File: config.mk
export PLATFORM = sky130hd
export DESIGN_NAME = word_slide_render_flat
export DESIGN_NICKNAME = d
export VERILOG_FILES = /design/src/rtl/word_slide_render_if.sv /design/src/rtl/word_slide_render.sv /design/src/flat_wrapper.sv
export SDC_FILE = /design/constraint.sdc
export NUM_CORES = 1
export LEC_CHECK = 0
export ABC_CLOCK_PERIOD_IN_PS = 5100
export CAP_MARGIN = 20
export CORE_ASPECT_RATIO = 0.5
export CORE_UTILIZATION = 46
export CTS_CLUSTER_SIZE = 20
export DETAILED_ROUTE_END_ITERATION = 16
export PLACE_DENSITY = 0.84
export SLEW_MARGIN = 10
export SYNTH_ARGS = -nofsm -noshare
export SYNTH_HDL_FRONTEND = slang
export SYNTH_SLANG_ARGS = --single-unit
File: constraint.sdc
create_clock -name clk -period 5.1 [get_ports clk]
set_clock_uncertainty 0.2 [all_clocks]
set_input_delay 1.53 -clock clk [delete_from_list [all_inputs] [get_ports clk]]
set_output_delay 1.53 -clock clk [all_outputs]
set_load 0.02 [all_outputs]
File: src/rtl/word_slide_render_if.sv
// Pixel-scan and bitmap-ROM bundle shared by the sync generator, word ROM,
// banner renderer and final RGB mux.
interface word_slide_render_if;
  logic [9:0]  pixel_x;
  logic [9:0]  pixel_y;
  logic        video_on;
  logic        hsync_in;
  logic        vsync_in;
  logic [4:0]  drom_addr_num;
  logic [0:63] drom_data_num;
  logic        hsync_out;
  logic        vsync_out;
  logic [11:0] rgb_out;
  logic        text_on;

  modport master (
    output pixel_x, pixel_y, video_on, hsync_in, vsync_in, drom_data_num,
    input  drom_addr_num, hsync_out, vsync_out, rgb_out, text_on
  );

  modport slave (
    input  pixel_x, pixel_y, video_on, hsync_in, vsync_in, drom_data_num,
    output drom_addr_num, hsync_out, vsync_out, rgb_out, text_on
  );
endinterface

File: src/rtl/word_slide_render.sv
// Sliding "BY" banner renderer: pixel -> rgb/text_on/syncs in 2 cycles, no backpressure.
// Optional hold-phase blinking is enabled by defining WORD_SLIDE_BLINK_EN.
module word_slide_render #(
  parameter int          START_X     = 0,
  parameter int          TARGET_X    = 288,
  parameter int          POS_Y       = 224,
  parameter int          SLIDE_STEP  = 8,
  parameter int          HOLD_FRAMES = 120,
  parameter int          V_ACTIVE    = 480,
  parameter logic [11:0] FG_COLOR    = 12'hFFF,
  parameter logic [11:0] BG_COLOR    = 12'h000
) (
  input  logic               clk,
  input  logic               reset,
  input  logic               start,
  word_slide_render_if.slave vid,
  output logic               busy,
  output logic               done
);
  localparam logic [9:0]  START_POS  = 10'(START_X);
  localparam logic [9:0]  TARGET_POS = 10'(TARGET_X);
  localparam logic [10:0] POS_Y_W    = 11'(POS_Y);
  localparam logic [10:0] STEP_W     = 11'(SLIDE_STEP);
  localparam int          HCW        = (HOLD_FRAMES > 1) ? $clog2(HOLD_FRAMES) : 1;
  localparam logic [HCW-1:0] HOLD_LAST = HCW'(HOLD_FRAMES - 1);

  typedef enum logic [1:0] {S_IDLE, S_SLIDE, S_HOLD} state_e;

  state_e         state_q, state_d;
  logic [9:0]     pos_x_q, pos_x_d;
  logic [HCW-1:0] hold_cnt_q, hold_cnt_d;
  logic           frame_tick;
  logic           visible;
  logic [10:0]    slide_sum;
`ifdef WORD_SLIDE_BLINK_EN
  logic [4:0]     blink_cnt_q, blink_cnt_d;
  logic           blink_phase;
  assign blink_phase = ~blink_cnt_q[4];
`endif

  // Ticks once per frame, inside vertical blanking, so pos_x never tears.
  assign frame_tick = (vid.pixel_y == 10'(V_ACTIVE)) && (vid.pixel_x == 10'd0);
  assign slide_sum  = {1'b0, pos_x_q} + STEP_W;

  always_ff @(posedge clk) begin
    if (reset) begin
      state_q     <= S_IDLE;
      pos_x_q     <= START_POS;
      hold_cnt_q  <= '0;
`ifdef WORD_SLIDE_BLINK_EN
      blink_cnt_q <= '0;
`endif
    end else begin
      state_q     <= state_d;
      pos_x_q     <= pos_x_d;
      hold_cnt_q  <= hold_cnt_d;
`ifdef WORD_SLIDE_BLINK_EN
      blink_cnt_q <= blink_cnt_d;
`endif
    end
  end

  always_comb begin
    state_d     = state_q;
    pos_x_d     = pos_x_q;
    hold_cnt_d  = hold_cnt_q;
`ifdef WORD_SLIDE_BLINK_EN
    blink_cnt_d = blink_cnt_q;
`endif
    case (state_q)
      S_IDLE: begin
        pos_x_d = START_POS;
        if (start) state_d = S_SLIDE;
      end
      S_SLIDE: begin
        if (frame_tick) begin
          if (slide_sum >= {1'b0, TARGET_POS}) begin
            pos_x_d     = TARGET_POS;
            hold_cnt_d  = '0;
`ifdef WORD_SLIDE_BLINK_EN
            blink_cnt_d = '0;
`endif
            state_d     = S_HOLD;
          end else begin
            pos_x_d = slide_sum[9:0];
          end
        end
      end
      S_HOLD: begin
        if (frame_tick) begin
          hold_cnt_d  = hold_cnt_q + 1'b1;
`ifdef WORD_SLIDE_BLINK_EN
          blink_cnt_d = blink_cnt_q + 1'b1;
`endif
          if (hold_cnt_q == HOLD_LAST) begin
            state_d = S_IDLE;
            pos_x_d = START_POS;
          end
        end
      end
      default: begin
        state_d = S_IDLE;
        pos_x_d = START_POS;
      end
    endcase
  end

  always_comb begin
    busy = (state_q != S_IDLE);
    done = (state_q == S_HOLD) && frame_tick && (hold_cnt_q == HOLD_LAST);
`ifdef WORD_SLIDE_BLINK_EN
    visible = (state_q == S_SLIDE) || ((state_q == S_HOLD) && blink_phase);
`else
    visible = (state_q != S_IDLE);
`endif
  end

  // Stage 0: box test in 11 bits so pos_x+64 cannot wrap.
  logic [10:0] px, py, pos;
  logic        in_box_d;
  logic [4:0]  addr_d;
  logic [5:0]  col_d;

  assign px       = {1'b0, vid.pixel_x};
  assign py       = {1'b0, vid.pixel_y};
  assign pos      = {1'b0, pos_x_q};
  assign in_box_d = (px >= pos) && (px < pos + 11'd64) &&
                    (py >= POS_Y_W) && (py < POS_Y_W + 11'd32);
  assign addr_d   = in_box_d ? 5'(py - POS_Y_W) : 5'd0;
  assign col_d    = 6'(px - pos);

  logic [4:0]  addr_q;
  logic [5:0]  col_q;
  logic        in_box_q;
  logic        video_on_q;
  logic [1:0]  hs_q, vs_q;
  logic        text_on_q;
  logic [11:0] rgb_q;
  logic        lit_d;
  logic [11:0] rgb_d;

  assign lit_d = in_box_q && vid.drom_data_num[col_q] && visible && video_on_q;
  assign rgb_d = lit_d ? FG_COLOR : (video_on_q ? BG_COLOR : 12'h000);

  always_ff @(posedge clk) begin
    if (reset) begin
      addr_q     <= '0;
      col_q      <= '0;
      in_box_q   <= 1'b0;
      video_on_q <= 1'b0;
      hs_q       <= '0;
      vs_q       <= '0;
      text_on_q  <= 1'b0;
      rgb_q      <= '0;
    end else begin
      addr_q     <= addr_d;
      col_q      <= col_d;
      in_box_q   <= in_box_d;
      video_on_q <= vid.video_on;
      hs_q       <= {hs_q[0], vid.hsync_in};
      vs_q       <= {vs_q[0], vid.vsync_in};
      text_on_q  <= lit_d;
      rgb_q      <= rgb_d;
    end
  end

  assign vid.drom_addr_num = addr_q;
  assign vid.hsync_out     = hs_q[1];
  assign vid.vsync_out     = vs_q[1];
  assign vid.text_on       = text_on_q;
  assign vid.rgb_out       = rgb_q;
endmodule

File: src/flat_wrapper.sv
// flat-port wrapper written by rule: the top's interface ports become plain ports
module word_slide_render_flat 
#(
  parameter int          START_X     = 0,
  parameter int          TARGET_X    = 288,
  parameter int          POS_Y       = 224,
  parameter int          SLIDE_STEP  = 8,
  parameter int          HOLD_FRAMES = 120,
  parameter int          V_ACTIVE    = 480,
  parameter logic [11:0] FG_COLOR    = 12'hFFF,
  parameter logic [11:0] BG_COLOR    = 12'h000
)
  (clk, reset, start, busy, done, vid_pixel_x, vid_pixel_y, vid_video_on, vid_hsync_in, vid_vsync_in, vid_drom_data_num, vid_drom_addr_num, vid_hsync_out, vid_vsync_out, vid_rgb_out, vid_text_on);
  word_slide_render_if vid_i ();
  input  logic clk;
  input  logic reset;
  input  logic start;
  output logic busy;
  output logic done;
  input wire logic [$bits(vid_i.pixel_x)-1:0] vid_pixel_x;
  input wire logic [$bits(vid_i.pixel_y)-1:0] vid_pixel_y;
  input wire logic [$bits(vid_i.video_on)-1:0] vid_video_on;
  input wire logic [$bits(vid_i.hsync_in)-1:0] vid_hsync_in;
  input wire logic [$bits(vid_i.vsync_in)-1:0] vid_vsync_in;
  input wire logic [$bits(vid_i.drom_data_num)-1:0] vid_drom_data_num;
  output wire logic [$bits(vid_i.drom_addr_num)-1:0] vid_drom_addr_num;
  output wire logic [$bits(vid_i.hsync_out)-1:0] vid_hsync_out;
  output wire logic [$bits(vid_i.vsync_out)-1:0] vid_vsync_out;
  output wire logic [$bits(vid_i.rgb_out)-1:0] vid_rgb_out;
  output wire logic [$bits(vid_i.text_on)-1:0] vid_text_on;
  assign vid_i.pixel_x = vid_pixel_x;
  assign vid_i.pixel_y = vid_pixel_y;
  assign vid_i.video_on = vid_video_on;
  assign vid_i.hsync_in = vid_hsync_in;
  assign vid_i.vsync_in = vid_vsync_in;
  assign vid_i.drom_data_num = vid_drom_data_num;
  assign vid_drom_addr_num = vid_i.drom_addr_num;
  assign vid_hsync_out = vid_i.hsync_out;
  assign vid_vsync_out = vid_i.vsync_out;
  assign vid_rgb_out = vid_i.rgb_out;
  assign vid_text_on = vid_i.text_on;
  word_slide_render #(.START_X(START_X), .TARGET_X(TARGET_X), .POS_Y(POS_Y), .SLIDE_STEP(SLIDE_STEP), .HOLD_FRAMES(HOLD_FRAMES), .V_ACTIVE(V_ACTIVE), .FG_COLOR(FG_COLOR), .BG_COLOR(BG_COLOR)) u_core (.clk(clk), .reset(reset), .start(start), .vid(vid_i), .busy(busy), .done(done));
endmodule
# Word level (Yosys, flattened, before mapping)
# Index checks and enable logic that the tools add are counted.
# op_classes
order_cmp	6
shift	0
muxes	19
n_eq_ne	9
reduce_logical	17
div_mod_pow	0
bitwise_logic	2
n_mul	0
add_sub_neg	5
# op_table
cell	n
$mux 10	4
$mux 7	3
$pmux 10 s2	1
$pmux 7 s2	1
$mux 12	1
$add 10x4->11 const B	1
$add 10x7->11 const B	1
$ge 11x9->1 const B	1
$lt 10x11->1	1
$eq 10x9->1 const B	1
$ge 10x10->1	1
$ge 10x8->1 const B	1
$logic_not 10->1	1
$lt 10x9->1 const B	1
$mux 2	5
$logic_and 1x1->1	9
$ne 2x1->1 const B	4
$add 7x1->7 const B	1
$eq 7x7->1 const B	1
$ge 7x7->1 const B	1
$not 6->7	1
$bmux 1 s6	1
$pmux 2 s3	1
$sub 6x6->6	1
12 further kinds	14
# totals
mem_bits_ro	0
n_memories	0
ram_bits	0
inputBits	90
latchBits	0
register_bits	49
out_inout_bits	22
elab_cells	69

# Longest topological paths before layout
# depth
ltp_word	8
depth_mapped	9
mapped_depth_nobuf	8

# Worst setup path before layout
# No wires, ideal clock.
# synth_path
path_type	input-to-output
start	in vid_pixel_y[2]
end	out done
t_arrival_ps	2740
required_ps	3370
stages	5
slack_ps	630
n_path_buf	1
cell_sequence	nor4b_1 > nand3_1 > or3_1 > buf_2 > nor2_1
# synth_between
elab_chain_cells	4
# synth_rtl
element	line	text
from (decl)	flat_wrapper.sv:21	input wire logic [$bits(vid_i.pixel_y)-1:0] vid_pixel_y;
$eq 10x9->1	word_slide_render.sv:42	assign frame_tick = (vid.pixel_y == 10'(V_ACTIVE)) && (vid.pixel_x == 10'd0);
$logic_and 1x1->1	word_slide_render.sv:42	
$logic_and 1x1->1 (2 in series)	word_slide_render.sv:110	done = (state_q == S_HOLD) && frame_tick && (hold_cnt_q == HOLD_LAST);
to (decl)	flat_wrapper.sv:19	output logic done;
# No other way between the ends.

# Final worst setup path
# layout_path
start	in vid_pixel_y[1]
end	out done
# The elaborated chain is that of the path after synthesis.

==> results.md <==
* Run status: completed
* CTS tree: done
* Area of the mapped netlist at 2590 µm²
* Net count after synthesis at between 400 and 500
* Vias at 2,600
* Slack of the worst reg-to-reg path at ~2.2 ns
* Count of state elements after synthesis at 34
* Number of hold violations in the final report at 0
* # hold bufs at CTS at 0
* Tot GR Track Use at 0.247
* Leakage power figure at between 1 and 1.5 nW
* Final core utilization at 0.747
* Unrepaired setup endpoints after global routing: false
* Ports at 112
* Logic pwr share at 0.222
* Relative slew margins at 0.362
* Power dissipated by switching net loads at 176 µW
* Cell types with the largest area share after synthesis: sky130_fd_sc_hd__dfxtp_1 (26%), sky130_fd_sc_hd__mux4_2 (13%), sky130_fd_sc_hd__ha_1 (7.7%)
* Synthesized-area fraction occupied by ao, oa, aoi and oai cells at 0.180
* Cell type with the highest aggregate area in the netlist: sky130_fd_sc_hd__dfxtp_1
* Fraction of registers with async set or reset after synthesis at 0
* H-tree depth reported by CTS at 2
* Arrival time of data at the critical path endpoint at 3.28 ns
* Initial antenna violation count at 0
* Main combinational cell family by area after synthesis: simple AND/OR/NAND/NOR gates
* Final Power at 742 µW
* Final count of negative-setup-slack endpoints at 0
* Proportion of synthesized chip area in sequential cells at 0.262
* Antenna diode instance count at 0
* Clk Latency, worst-skew pair at 0.27 ns
* Most instantiated flip-flop cell in the synthesis netlist: sky130_fd_sc_hd__dfxtp_1
* Remaining DRCs at 0
* Peak supply drop at roughly 0.00014 V
* Sequential cell fraction of total power at 0.389
* Half-perimeter wire length after detailed placement at 5990 µm
* Top post-synthesis cells by count: sky130_fd_sc_hd__dfxtp_1 (34), sky130_fd_sc_hd__inv_1 (23), sky130_fd_sc_hd__nor2_1 (21)
* Worst Hold Class: reg2reg
* Remaining global-route overflow at 0
* Placeable Area at 5180 µm²
* Die outline area at 5960 µm²
* XOR/XNOR Fraction of Synth Area at 0.0169
* Data required time of the worst path at between 3 and 4 ns
* Placed Cells incl. Taps at 459
* Pin count of the biggest net entering global routing at 29
* CTS Sinks at 34
* Multiplexer area fraction after synthesis at 0.158
* Hold depth at 1
* Areal power density over the cells at 192 nW/µm²
* Worst setup path class: in2out
* Maximum achievable frequency at 199 MHz
* Wire length of the first global-routing pass at ~11,000 µm
* Via count of the first global-routing pass at 2,483
* Area share of the leading cell type in the synthesized netlist at 0.262
* Capturing element type of the critical path: output pin
* Average wire per cell in the routed design at 16.1 µm
* Post-synthesis share of cell area spent on and, or, nand and nor gates at 0.208
* Most numerous cell in the Yosys netlist: sky130_fd_sc_hd__dfxtp_1
* Transition time at the pin with the least slew margin at between 0.9 and 1 ns
* Share of layout cells above drive strength 1 at 0.113
* Area Overhead vs Synth at 49.3%
* Count of input and output buffers at 111
* Critical path peak fanout at 2
* Post-CTS setup-driven buffer insertion count at 0
* Final slew viol count at 0
* Kind of start point of the critical path: input pin
* Max-Cap Viols at 0
* CTS Buffer Depth at 2
* FF-to-FF path depth at 6
* Total of cells resized after clock tree synthesis at 1
* Nets at 502
* DRT iter0 DRCs at 117
* Internal power component at 566 µW
* Cell at the root of the clock tree: sky130_fd_sc_hd__clkbuf_16
* Switching part of the total at 0.237
* Mapped Avg Cell Area at 8.79 µm²
* Total Wirelength at 7500 µm
* Site row count at 18
* Detailed-route vias per instance at around 5.6
* Count of distinct cell types in the synthesized netlist at 56
* Effective utilization at floorplan at 0.501
* Number of cells produced by synthesis at 295
* Number of synthesis warnings at 0
* Die extent in x at 108 µm
* Clock transition time at the flip-flop clock pins of the worst setup and hold paths at 0.05 ns
* Fraction of the mapped netlist area in adder cells at 0.0772
* Share of the clock period used by the worst path at 0.983
* Final GP Congestion at 0.914
* Cts bufs inserted at 5
* Non-filler cells, final at roughly 470
* Minimum clock period at 5.01 ns
* Clock Power Share at 0.389
* Post-synth EDFFs at 0
* Die Y-Extent at 55.1 µm
* Number of nets with antenna violations after routing at 0
* Total iterations of the first detailed-routing run at 4
==> state kept, by name, summed over array words and instances (netlist names) <==
signal,flops
u_core.col_q,6
u_core.hold_cnt_q,7
u_core.hs_q,2
u_core.in_box_q,1
u_core.pos_x_q,7
u_core.state_q,2
u_core.vid.drom_addr_num,5
u_core.vid.rgb_out,1
u_core.video_on_q,1
u_core.vs_q,2
==> path summary, 6_finish.rpt <==
| kind | startpoint | endpoint |
|---|---|---|
| worst max-delay path | vid_pixel_y[1] | done |
| worst min-delay path | u_core.vs_q[0] | u_core.vs_q[1] |
| worst max register to register | u_core.col_q[1] | u_core.vid.rgb_out[10] |
| worst min register to register | u_core.vs_q[0] | u_core.vs_q[1] |
==> cell usage in the layout (no fill, tap or decap), types with 10 or more instances in the layout <==
cell / instances
sky130_fd_sc_hd__clkdlybuf4s50_1: 110
sky130_fd_sc_hd__dfxtp_1: 34
sky130_fd_sc_hd__inv_1: 23
sky130_fd_sc_hd__nor2_1: 21
sky130_fd_sc_hd__a21oi_1: 19
sky130_fd_sc_hd__ha_1: 16
sky130_fd_sc_hd__nand2_1: 15
sky130_fd_sc_hd__mux4_2: 15
sky130_fd_sc_hd__o21ai_0: 12
sky130_fd_sc_hd__buf_4: 12
sky130_fd_sc_hd__nor2b_1: 11
sky130_fd_sc_hd__nand3_1: 10
==> power by group through the flow <==
stage / logic [mW] / clock network (mW) / registers (mW)
floorplan: 0.0824 / 0 / 0.281
global placement: 0.158 / 0 / 0.294
detailed placement: 0.163 / 0 / 0.295
CTS: 0.165 / 0.292 / 0.289
global route: 0.178 / 0.308 / 0.290
finish: 0.164 / 0.289 / 0.289
==> critical path, cell delays in order <==
cell and delay [ns]:
sky130_fd_sc_hd__clkdlybuf4s50_1 0.47, sky130_fd_sc_hd__nor4_4 0.34, sky130_fd_sc_hd__nand3_2 0.11, sky130_fd_sc_hd__or3_1 0.41
sky130_fd_sc_hd__nor2_1 0.10, sky130_fd_sc_hd__clkdlybuf4s15_1 0.31
==> metrics by stage <==
| stage | area (µm²) | hold slack [ns] | setup slack, ns | TNS [ns] |
|---|---|---|---|---|
| after floorplan | 2590 | 0.214 | 0.630 | 0 |
| after global placement | 3720 | 0.222 | -0.207 | -0.207 |
| after detailed placement | 3720 | 0.236 | -0.229 | -0.229 |
| after CTS | 3860 | 0.253 | 0.0540 | 0 |
| after global routing | 3870 | 0.271 | 0.00353 | 0 |
| final | 3870 | 0.249 | 0.0862 | 0 |
==> metal layers <==
metal | vias to the layer above | track usage | part of all wire
met5 | - | 0 | 0
met4 | 0 | 0.0822 | 0.017
li1 | 1267 | - | -
met1 | 1214 | 0.279 | 0.39
met3 | 15 | 0.0562 | 0.078
met2 | 104 | 0.479 | 0.51
==> final cells by class <==
cell class	count	area, µm²
Clock buffer	6	129
Clock inverter	2	13.8
Inverter	23	86.3
Fill cell	357	1310
Timing Repair Buffer	123	1200
Sequential cell	34	681
Multi-Input combinational cell	209	1670
Tap cell	70	87.6
==> cells by family after synthesis <==
logic type	count (synthesis)
and+or+nand+nor	96
AOI/OAI and AO/OA	68
buffers and inverters	52
DFF	34
muxes	22
adders and majority gates	16
xor gates and xnor gates	5
other	2
Power figures use the tool's default switching activity.
==> edit 1: new RTL, same settings <==
`HOLD_FRAMES` is set to 120 in 2 places; all go to 60.
--- a/src/rtl/word_slide_render.sv
+++ b/src/rtl/word_slide_render.sv
@@ -7,3 +7,3 @@
   parameter int          SLIDE_STEP  = 8,
-  parameter int          HOLD_FRAMES = 120,
+  parameter int          HOLD_FRAMES = 60,
   parameter int          V_ACTIVE    = 480,
--- a/src/flat_wrapper.sv
+++ b/src/flat_wrapper.sv
@@ -7,3 +7,3 @@
   parameter int          SLIDE_STEP  = 8,
-  parameter int          HOLD_FRAMES = 120,
+  parameter int          HOLD_FRAMES = 60,
   parameter int          V_ACTIVE    = 480,
Check against the original RTL: same outputs for any inputs over 10 cycles, from zero or initial values and one cycle with reset high; that may be too few to reach the edited logic, so the function may still have changed.
==> edit 1 against the unedited design <==
- clock power shrank 26%
- first-iteration DRC count grew 22%
- worst hold slack gained 12 ps
- register-to-register slack gained 330 ps
- area after synthesis shrank 5.9%
- largest power group unchanged
- design area shrank 4.4%
- wire length shrank 7.7%
- count of clock-buffer cells in the layout grew 1
- die area shrank 5.8%
- fmax grew 2.9%
- largest cell class unchanged
- total power shrank 14%
- highest routed layer unchanged
- worst setup slack gained 140 ps
- sequential cell count shrank 1
==> edit 1: results (changes against the unedited design) <==
WHS Endpoint -> u_core.hs_q[1]$_SDFF_PP0_ (was u_core.vs_q[1]$_SDFF_PP0_)
initial DRC count -> 143 (was 117)
FF-to-FF Start -> u_core.col_q[0]$_SDFF_PP0_ (was u_core.col_q[1]$_SDFF_PP0_)
routed len/inst -> 15.7 um (was 16.1 um)
status -> finished, final reports clean (unchanged)
vias in the first global route -> 2320 (was 2483)
detailed placer's ending HPWL -> 5620 um (was 5990 um)
Pint -> 0.491 mW (was 0.566 mW)
RD Place Congestion -> 0.835 (was 0.914)
Setup WS pre-CTS -> -197 ps (was -229 ps)
DP Area -> 3600 um^2 (was 3720 um^2)
nets -> 475 (was 502)
Clock transition at path regs -> 70 ps (was 50 ps)
DR WL met3 -> 370 um (was 586 um)
post-synth cell types -> 51 (was 56)
Overall Global Routing Usage -> 24.6% (was 24.7%)
DR WL met2 -> 3470 um (was 3850 um)
Crit path arrival time -> 3140 ps (was 3280 ps)
M1 wire length -> 3010 um (was 2930 um)
largest net degree at the start of global routing -> 26 (was 29)
CP max stage delay -> 440 ps (was 470 ps)
biggest regs -> u_core.pos_x_q x7, u_core.col_q x6, u_core.hold_cnt_q x6 (was u_core.hold_cnt_q x7, u_core.pos_x_q x7, u_core.col_q x6)
NetSw -> 0.146 mW (was 0.176 mW)
peak supply drop -> 0.000132 V (was 0.000144 V)
sequential area share after synthesis -> 27.1% (was 26.2%)
Area contributors post-synth -> dfxtp_1, mux4_1, ha_1 (was dfxtp_1, mux4_2, ha_1)
worst hold slack -> 261 ps (was 249 ps)
[edit 1: changes by cell type after synthesis, moves of 4 or more]
cell / delta
nor4b_1: +4
o21ai_0: -6
mux4_1: +13
nand4_1: +5
buf_2: -4
o211ai_1: -4
inv_1: -7
mux4_2: -10
a21oi_1: -8
clkbuf_1: -6
[edit 1: kinds of logic after synthesis]
kind of cell,after synthesis,share of synthesized area (%)
mux,22,20.3
buf+inv,38,8.82
simple gates,98,22.4
other cells,2,0.308
compound gates,41,10.4
xor+xnor,7,2.51
flops,33,27.1
fa+ha+maj,16,8.21
[edit 1: cell type report]
| type | count | area, um^2 |
|---|---|---|
| Clock inverter | 1 | 5.00 |
| Tap cell | 70 | 87.6 |
| Inverter | 16 | 60.1 |
| Fill cell | 352 | 1320 |
| Timing Repair Buffer | 127 | 1230 |
| Sequential cell | 33 | 661 |
| Multi-Input combinational cell | 186 | 1560 |
| Clock buffer | 7 | 96.3 |
[edit 1: worst max-delay path by stage]
stage	from	endpoint	cells past startpoint
finish	vid_pixel_x[1]	done	7
global placement	vid_pixel_x[1]	done	7
floorplan	vid_pixel_x[1]	done	4
CTS	vid_pixel_x[1]	done	7
detailed placement	vid_pixel_x[1]	done	7
global route	vid_pixel_x[1]	done	7
[edit 1: through the flow]
step	instances	util, %
2_1_floorplan	257	-
3_3_place_gp	432	71.7
3_5_place_dp	432	71.7
4_1_cts	440	73.7
5_1_grt	440	73.7
6_report	440	73.7
[edit 1: worst reg2reg max path, stage by stage (launching register included)]
cell	delay, ps
dfxtp_1	880
mux4_1	660
mux4_2	480
a22oi_1	200
nand2_1	70
[edit 1: timing repair]
| item | in CTS | in global routing |
|---|---|---|
| gates resized for setup | 1 | 2 |
| endpoints found under the setup margin | 1 | 1 |
| setup buffers | 0 | 0 |
==> edit 2: new RTL, config.mk and constraints unchanged <==
Without the edit above. Take the reset off `rgb_q` and load it in a clocked block of its own.
--- a/src/rtl/word_slide_render.sv
+++ b/src/rtl/word_slide_render.sv
@@ -153,3 +153,2 @@
       text_on_q  <= 1'b0;
-      rgb_q      <= '0;
     end else begin
@@ -162,4 +161,7 @@
       text_on_q  <= lit_d;
-      rgb_q      <= rgb_d;
     end
+  end
+
+  always_ff @(posedge clk) begin
+    rgb_q <= rgb_d;
   end
Function: differs if reset is asserted again (counterexample within 4 cycles, from zero or initial values and one cycle with reset high); with reset held inactive, the same outputs for 10 cycles.
==> edit 2 against the unedited design <==
- design area increased by 2.6%
- sequential share of layout area rose by 0.055 points
- synthesized cell count decreased by 4.1%
- final cell count stayed put
- wire length decreased by 1.7%
- combinational power shrank 4%
- total power is 6.4% higher
- sequential cell count rose by 1
- area after synthesis is 1.4% higher
- non-clock buffer count rose by 4
- worst setup slack worse by 2.7 ps
- via count decreased by 1.3%
- critical path type unchanged
- largest power group is now clock
==> edit 2: results (changes against the unedited design) <==
status -> finished, final reports clean (unchanged)
post-synth cell types -> 63 (was 56)
largest net degree at the start of global routing -> 21 (was 29)
share of cells above drive strength 1 -> 13.7% (was 11.3%)
DR WL met3 -> 561 um (was 586 um)
Area contributors post-synth -> dfxtp_1, mux4_2, ha_1 (unchanged)
initial DRC count -> 116 (was 117)
Pleak -> 1.49 nW (about the same)
Antenna diodes -> 0 (unchanged)
H-Tree Level Count -> 2 (unchanged)
global-route wire length before repair -> 11700 um (was 11300 um)
Slew headroom -> 44.9% (was 36.2%)
Filler cells -> 399 (was 357)
M1 wire length -> 2860 um (was 2930 um)
r2r setup slk -> 2500 ps (was 2190 ps)
peak supply drop -> 0.000126 V (was 0.000144 V)
Commonest cells post-synth -> dfxtp_1, inv_1, nor2_1 (unchanged)
routed len/inst -> 15.8 um (was 16.1 um)
DR vias/cell -> 5.49 (was 5.57)
Crit path arrival time -> 3290 ps (was 3280 ps)
Overall Global Routing Usage -> 25.1% (was 24.7%)
vias in the first global route -> 2608 (was 2483)
Max Buffers Root-to-Sink -> 2 (unchanged)
R2R cell count -> 5 (was 6)
Syn Nets -> 389 (was 401)
DR WL met2 -> 3780 um (was 3850 um)
detailed placer's ending HPWL -> 5890 um (was 5990 um)
Pint -> 0.618 mW (was 0.566 mW)
RD Place Congestion -> 0.885 (was 0.914)
sequential area share after synthesis -> 26.7% (was 26.2%)
Skew-Pair Late Insertion Delay -> 280 ps
nets -> 500 (was 502)
initial antenna violation count -> 0 (unchanged)
-- edit 2: cell type report --
class	count	area share, %
multi-input cells	206	43.3
inverters	19	1.80
well taps	73	2.30
clock inverters	1	0.756
flip-flops and latches	35	17.6
clock buffers	6	3.24
repair buffers	127	31.0
-- edit 2: power groups by stage --
stage               Clock [mW]  Combinational [mW]  Sequential, mW
finish                   0.339               0.158           0.293
CTS                      0.340               0.158           0.293
detailed placement           0               0.157           0.299
floorplan                    0              0.0748           0.288
global placement             0               0.151           0.298
global route             0.354               0.169           0.294
-- edit 2: metal layers --
layer  vias up  GRT usage (%)
li1       1252              -
met1      1203           26.5
met2        94           47.7
met3        17           6.73
met4         0           8.11
met5         -              0
-- edit 2: critical path, cell delays in order --
cell and delay (ps):
clkdlybuf4s50_1 440, or4_4 550, nor3_4 250, nand3_4 100, nor2_1 120, clkdlybuf4s15_1 310
-- edit 2: cells by family (layout without fill, tap and decap cells) --
kind of cell / count (synthesis) / after routing / share of synthesized area [%]
simple gates: 110 / 110 / 25.8
compound gates: 52 / 52 / 14.4
buf+inv: 42 / 153 / 7.95
flops: 35 / 35 / 26.7
mux: 21 / 21 / 15.7
fa+ha+maj: 16 / 16 / 7.62
xor+xnor: 5 / 5 / 1.67
other cells: 2 / 2 / 0.286
-- edit 2: what timing repair did --
item	in CTS	in global routing
endpoints found under the setup margin	1	1
gates resized for setup	1	1
hold endpoints to repair	0	0
-- edit 2: final timing paths --
path,to,startpoint
setup / recovery,done,vid_pixel_x[2]
hold / removal,u_core.vs_q[1]$_SDFF_PP0_,u_core.vs_q[0]$_SDFF_PP0_
setup reg to reg,u_core.vid.text_on$_SDFF_PP0_,u_core.col_q[1]$_SDFF_PP0_
hold reg to reg,u_core.vs_q[1]$_SDFF_PP0_,u_core.vs_q[0]$_SDFF_PP0_
-- edit 2: metrics by stage --
step           cell area (um^2)  cells  setup slack [ps]  hold WS [ps]  total power [mW]
6_report                   3970    467              83.5           238             0.789
5_1_grt                    3970    467              15.7           248             0.817
4_1_cts                    3970    467              58.6           240             0.791
3_5_place_dp               3810    460              -211           236             0.456
3_3_place_gp               3810    460              -200           218             0.450
2_1_floorplan              2630    283               615           214             0.363
